**src/rtl/ahb_master_skid_fifo.sv**
```systemverilog
// Elastic skid FIFO between AHB master pipeline stages.
// DEPTH entries, registered upstream stall, optional empty-FIFO bypass (FWFT),
// flush, occupancy, almost-full and sticky protocol-error flag.
module ahb_master_skid_fifo #(
  parameter int unsigned WDT       = 32,
  parameter int unsigned DEPTH     = 4,
  parameter int unsigned FWFT      = 1,
  parameter int unsigned AF_THRESH = DEPTH - 1
) (
  input  logic                       i_clk,
  input  logic                       i_resetn,
  input  logic                       i_flush,
  input  logic                       i_valid,
  input  logic [WDT-1:0]             i_data,
  output logic                       o_stall,
  output logic                       o_valid,
  output logic [WDT-1:0]             o_data,
  input  logic                       i_stall,
  output logic [$clog2(DEPTH+1)-1:0] o_count,
  output logic                       o_almost_full,
  output logic                       o_err
);

  localparam int unsigned AW = $clog2(DEPTH);
  localparam int unsigned CW = $clog2(DEPTH + 1);

  logic [WDT-1:0] r_mem [DEPTH];
  logic [AW-1:0]  r_rd_ptr;
  logic [AW-1:0]  r_wr_ptr;
  logic [CW-1:0]  r_count;
  logic           r_stall;
  logic           r_af;
  logic           r_err;

  logic           w_empty;
  logic           w_acc;
  logic           w_valid;
  logic [WDT-1:0] w_data;
  logic           w_bypass_take;
  logic           w_push;
  logic           w_pop;
  logic [CW-1:0]  w_count_next;

  // Output source selection, push/pop qualification and next occupancy.
  // A bypassed beat stalled downstream is written to storage so it is
  // re-presented unchanged from mem[rd_ptr] on the following cycle.
  always_comb begin
    w_empty       = (r_count == '0);
    w_acc         = i_valid & ~r_stall & ~i_flush;
    w_valid       = 1'b0;
    w_data        = '0;
    if (!w_empty) begin
      w_valid = 1'b1;
      w_data  = r_mem[r_rd_ptr];
    end else if (FWFT != 0) begin
      w_valid = w_acc;
      w_data  = i_data;
    end
    if (!i_resetn || i_flush) begin
      w_valid = 1'b0;
    end
    w_bypass_take = (FWFT != 0) & w_empty & w_acc & ~i_stall;
    w_push        = w_acc & ~w_bypass_take;
    w_pop         = ~w_empty & ~i_stall & ~i_flush;
    if (i_flush) begin
      w_count_next = '0;
    end else begin
      w_count_next = r_count + CW'(w_push) - CW'(w_pop);
    end
  end

  // Control state: pointers, occupancy, registered stall/almost-full, error.
  always_ff @(posedge i_clk) begin
    if (!i_resetn) begin
      r_rd_ptr <= '0;
      r_wr_ptr <= '0;
      r_count  <= '0;
      r_stall  <= 1'b0;
      r_af     <= 1'b0;
      r_err    <= 1'b0;
    end else begin
      r_err   <= r_err | (i_valid & r_stall);
      r_count <= w_count_next;
      r_stall <= (w_count_next == CW'(DEPTH));
      r_af    <= (w_count_next >= CW'(AF_THRESH));
      if (i_flush) begin
        r_rd_ptr <= '0;
        r_wr_ptr <= '0;
      end else begin
        if (w_push) begin
          r_wr_ptr <= r_wr_ptr + AW'(1);
        end
        if (w_pop) begin
          r_rd_ptr <= r_rd_ptr + AW'(1);
        end
      end
    end
  end

  // Storage array, intentionally not reset.
  always_ff @(posedge i_clk) begin
    if (i_resetn && w_push) begin
      r_mem[r_wr_ptr] <= i_data;
    end
  end

  assign o_valid       = w_valid;
  assign o_data        = w_valid ? w_data : '0;
  assign o_stall       = r_stall;
  assign o_count       = r_count;
  assign o_almost_full = r_af;
  assign o_err         = r_err;

endmodule

```
**config.mk**
```make
export PLATFORM = sky130hd
export DESIGN_NAME = ahb_master_skid_fifo
export DESIGN_NICKNAME = d
export VERILOG_FILES = /design/src/rtl/ahb_master_skid_fifo.sv
export SDC_FILE = /design/constraint.sdc
export NUM_CORES = 1
export LEC_CHECK = 0
export BUFFER_PORTS_ARGS = -buffer_cell sky130_fd_sc_hd__buf_2
export CAP_MARGIN = 0
export CORE_MARGIN = 2
export CORE_UTILIZATION = 59
export CTS_BUF_LIST = sky130_fd_sc_hd__clkbuf_8
export DETAILED_ROUTE_END_ITERATION = 16
export PLACE_DENSITY = 0.88
export SKIP_CTS_REPAIR_TIMING = 1
export SLEW_MARGIN = 20
export SYNTH_ARGS = -nofsm -noshare
export SYNTH_HDL_FRONTEND = slang
export SYNTH_SLANG_ARGS = --single-unit
```
**constraint.sdc**
```tcl
create_clock -name i_clk -period 2.9 [get_ports i_clk]
set_clock_uncertainty 0.1 [all_clocks]
set_input_delay 0.435 -clock i_clk [delete_from_list [all_inputs] [get_ports i_clk]]
set_output_delay 0.435 -clock i_clk [all_outputs]
set_load 0.005 [all_outputs]
```
==> impl_metrics.csv <==
group,metric,value,unit
logic_synthesis,synth_top_area_share,68.15,%
critical_path,reg2reg_slack,320,ps
cells_and_area,area_growth,14.49,%
logic_synthesis,synth_nets,314,
placed_design,pre_cts_ws,252.5,ps
critical_path,r2r_cells,11,
logic_synthesis,synthAdderAreaFrac,1.686,%
routing,drtIter0Drc,123,
power_and_ir_drop,p_leak,2.275,nW
min_path,hold_start,"i_data[15]",
logic_synthesis,synth_most_common_cell,"edfxtp_1",
sta,rsz0062_at_grt,"no",
logic_synthesis,synthFlopType,"edfxtp_1",
placed_design,gp_congestion,0.7825,
global_route,grt_overflow_total,0,
logic_synthesis,synth_area_leaders,"edfxtp_1, mux4_2, a22o_1",
cells_and_area,nets,397,
critical_path,crit_fanout,32,
cells_and_area,drive_above_1_share,42.08,%
clock_network,root_buffer,"clkbuf_8",
routing,drt_wl_total,9871,um
min_path,hold_end,"r_mem[0][15]",
sta,drv_slew,0,
power_and_ir_drop,powerDensity,608.4,nW/um^2
logic_synthesis,yosysUniqueCellTypes,33,
sta,setup_viol,0,
logic_synthesis,syn-instance-count,270,
critical_path,end_kind,"output pin",
sta,period_minus_slack,2668,ps
die,die_x,101.8,um
logic_synthesis,yosys_warnings,0,
power_and_ir_drop,ir_worst_vdd,0.3562,mV
sta,period_share,92.02,%
sta,relSlewSlack,40.74,%
clock_network,cts_sinks,140,
cells_and_area,design_area,6457,um^2
placed_design,port_buffers,75,
die,rows,35,
global_route,grtUsageTotal,20.28,%
clock_network,numCtsBuffers,17,
critical_path,critPathKind,"flip-flop to output pin",
die,start_util,61.04,%
logic_synthesis,netlist_area,5640,um^2
critical_path,r2r-start,"o_count[1]",
routing,drt_first_pass_iters,4,
global_route,grt_pass1_vias,2893,
die,core,9240,um^2
sta,setup_ws,231.5,ps
clock_network,insertion_delay,420,ps
placed_design,place_area,6055,um^2
logic_synthesis,avgSynthCellArea,20.89,um^2
die,die_area,10360,um^2
sta,tightest_slew,888.9,ps
logic_synthesis,synthSimpleGateAreaFrac,2.928,%
global_route,grt_start_max_net_pins,33,
critical_path,slowest_stage,"dfxtp_1",
logic_synthesis,yosysSeqAreaShare,72.40,%
logic_synthesis,synthArstFlopShare,0,%
clock_network,path_clk_slew,80,ps
clock_network,cts_tree,"done",
routing,vias,2893,
critical_path,cp-start-kind,"flip-flop",
cells_and_area,antenna_cells,0,
logic_synthesis,synth_top_family_by_area,"multiplexers",
critical_path,r2r-end,"o_almost_full",
critical_path,required,2370,ps
flow_run,maxCapViolations,0,
die,io_pins,76,
logic_synthesis,synth-edff-count,128,
sta,finalSetupTns,0,ps
placed_design,hpwlAfterDp,5680,um
routing,vias_per_cell,5.844,
routing,wl_per_cell,19.94,um
logic_synthesis,synth-seq-cells,140,
die,fp.dieH,101.8,um
critical_path,crit_arrival,2130,ps
logic_synthesis,synth_largest_area_cell,"edfxtp_1",
critical_path,cp_slowest_stage_delay,400,ps
routing,drc,0,
sta,hold-worst-slack,142.2,ps
logic_synthesis,synth_xor_area_share,0.4215,%
routing,antenna_left,0,
min_path,hold_depth,1,
logic_synthesis,synth_compound_area_share,6.167,%
clock_network,htreeDepth,4,
min_path,hold_path_class,"input pin to flip-flop",
critical_path,worstPathCellList,"nor3_4, and4b_1, buf_4, a22o_1, buf_2",
sta,hold_violations,0,
global_route,grt_pass1_wl,15100,um
logic_synthesis,synth_common_cells,"edfxtp_1, a22o_1, mux4_2",
logic_synthesis,synthMuxAreaShare,12.78,%
global_route,grt_antenna_before_repair,0,
status,status,"complete, no violations",
clock_network,clockBufferDepth,2,
sta,fmax,0.3747,GHz
==> sequential cells by signal (all words and copies together) (netlist names), named ones only <==
register	count
o_almost_full	1
o_count	3
o_err	1
o_stall	1
r_mem	128
r_rd_ptr	2
r_wr_ptr	2
==> cells by family (layout without fill, tap and decap cells) <==
group	Yosys count	after routing
flops	140	140
fa+ha+maj	7	7
xor+xnor	1	1
buf+inv	23	119
mux	32	32
compound gates	43	43
simple gates	24	24
==> worst max-delay path by stage <==
stage	start	to	slack [ps]	depth (start not counted)
after floorplan	o_count[1]	o_almost_full	430	11
after global placement	i_stall	o_almost_full	310	12
after detailed placement	i_stall	o_almost_full	250	12
after CTS	o_count[1]	o_data[0]	220	5
after global routing	o_count[1]	o_data[31]	110	5
final	o_count[1]	o_data[0]	230	5
==> critical path, delay by kind of cell, from the launching register on <==
family | cells | cell delay (ps)
compound gates | 1 | 240
simple gates | 2 | 570
flops | 1 | 400
buf+inv | 2 | 500
==> power breakdown <==
part           switching, mW  internal [mW]
Combinational         0.0841         0.0692
Clock                  0.696          0.861
Sequential           0.00519           2.21
Total                  0.786           3.14
==> layer usage <==
layer / share of wire [%] / wire length [um] / global-route usage, % / vias to the layer above
li1: - / - / - / 1294
met1: 42 / 4173 / 27.28 / 1498
met2: 51 / 5031 / 31.38 / 88
met3: 5.4 / 529 / 6.004 / 13
met4: 1.4 / 137 / 8.732 / 0
met5: 0 / 0 / 0 / -
==> stage by stage <==
step	cells	total power, mW	utilization [%]
2_1_floorplan	270	2.344	-
3_3_place_gp	463	2.410	65.52
3_5_place_dp	463	2.416	65.52
4_1_cts	495	3.951	69.88
5_1_grt	495	4.046	69.88
6_report	495	3.929	69.88
==> layout make-up <==
class / instances / area [um^2]
Fill cell: 560 / 2783
Clock inverter: 14 / 155.1
Tap cell: 129 / 161.4
Multi-Input combinational cell: 107 / 1360
Clock buffer: 18 / 247.7
Sequential cell: 140 / 4085
Inverter: 8 / 30.03
Timing Repair Buffer: 79 / 417.9
==> cells in the final DEF, fill, tap and decap left out, drive strengths merged, types with 3 or more instances in the layout <==
cell    count
buf        79
clkbuf     18
edfxtp    128
mux4       32
o31ai       3
nor2        4
ha          6
and3        4
bufinv      3
inv        10
clkinv      7
a21oi       6
dfxtp      12
a22o       32
(Power assumes the default switching activity.)
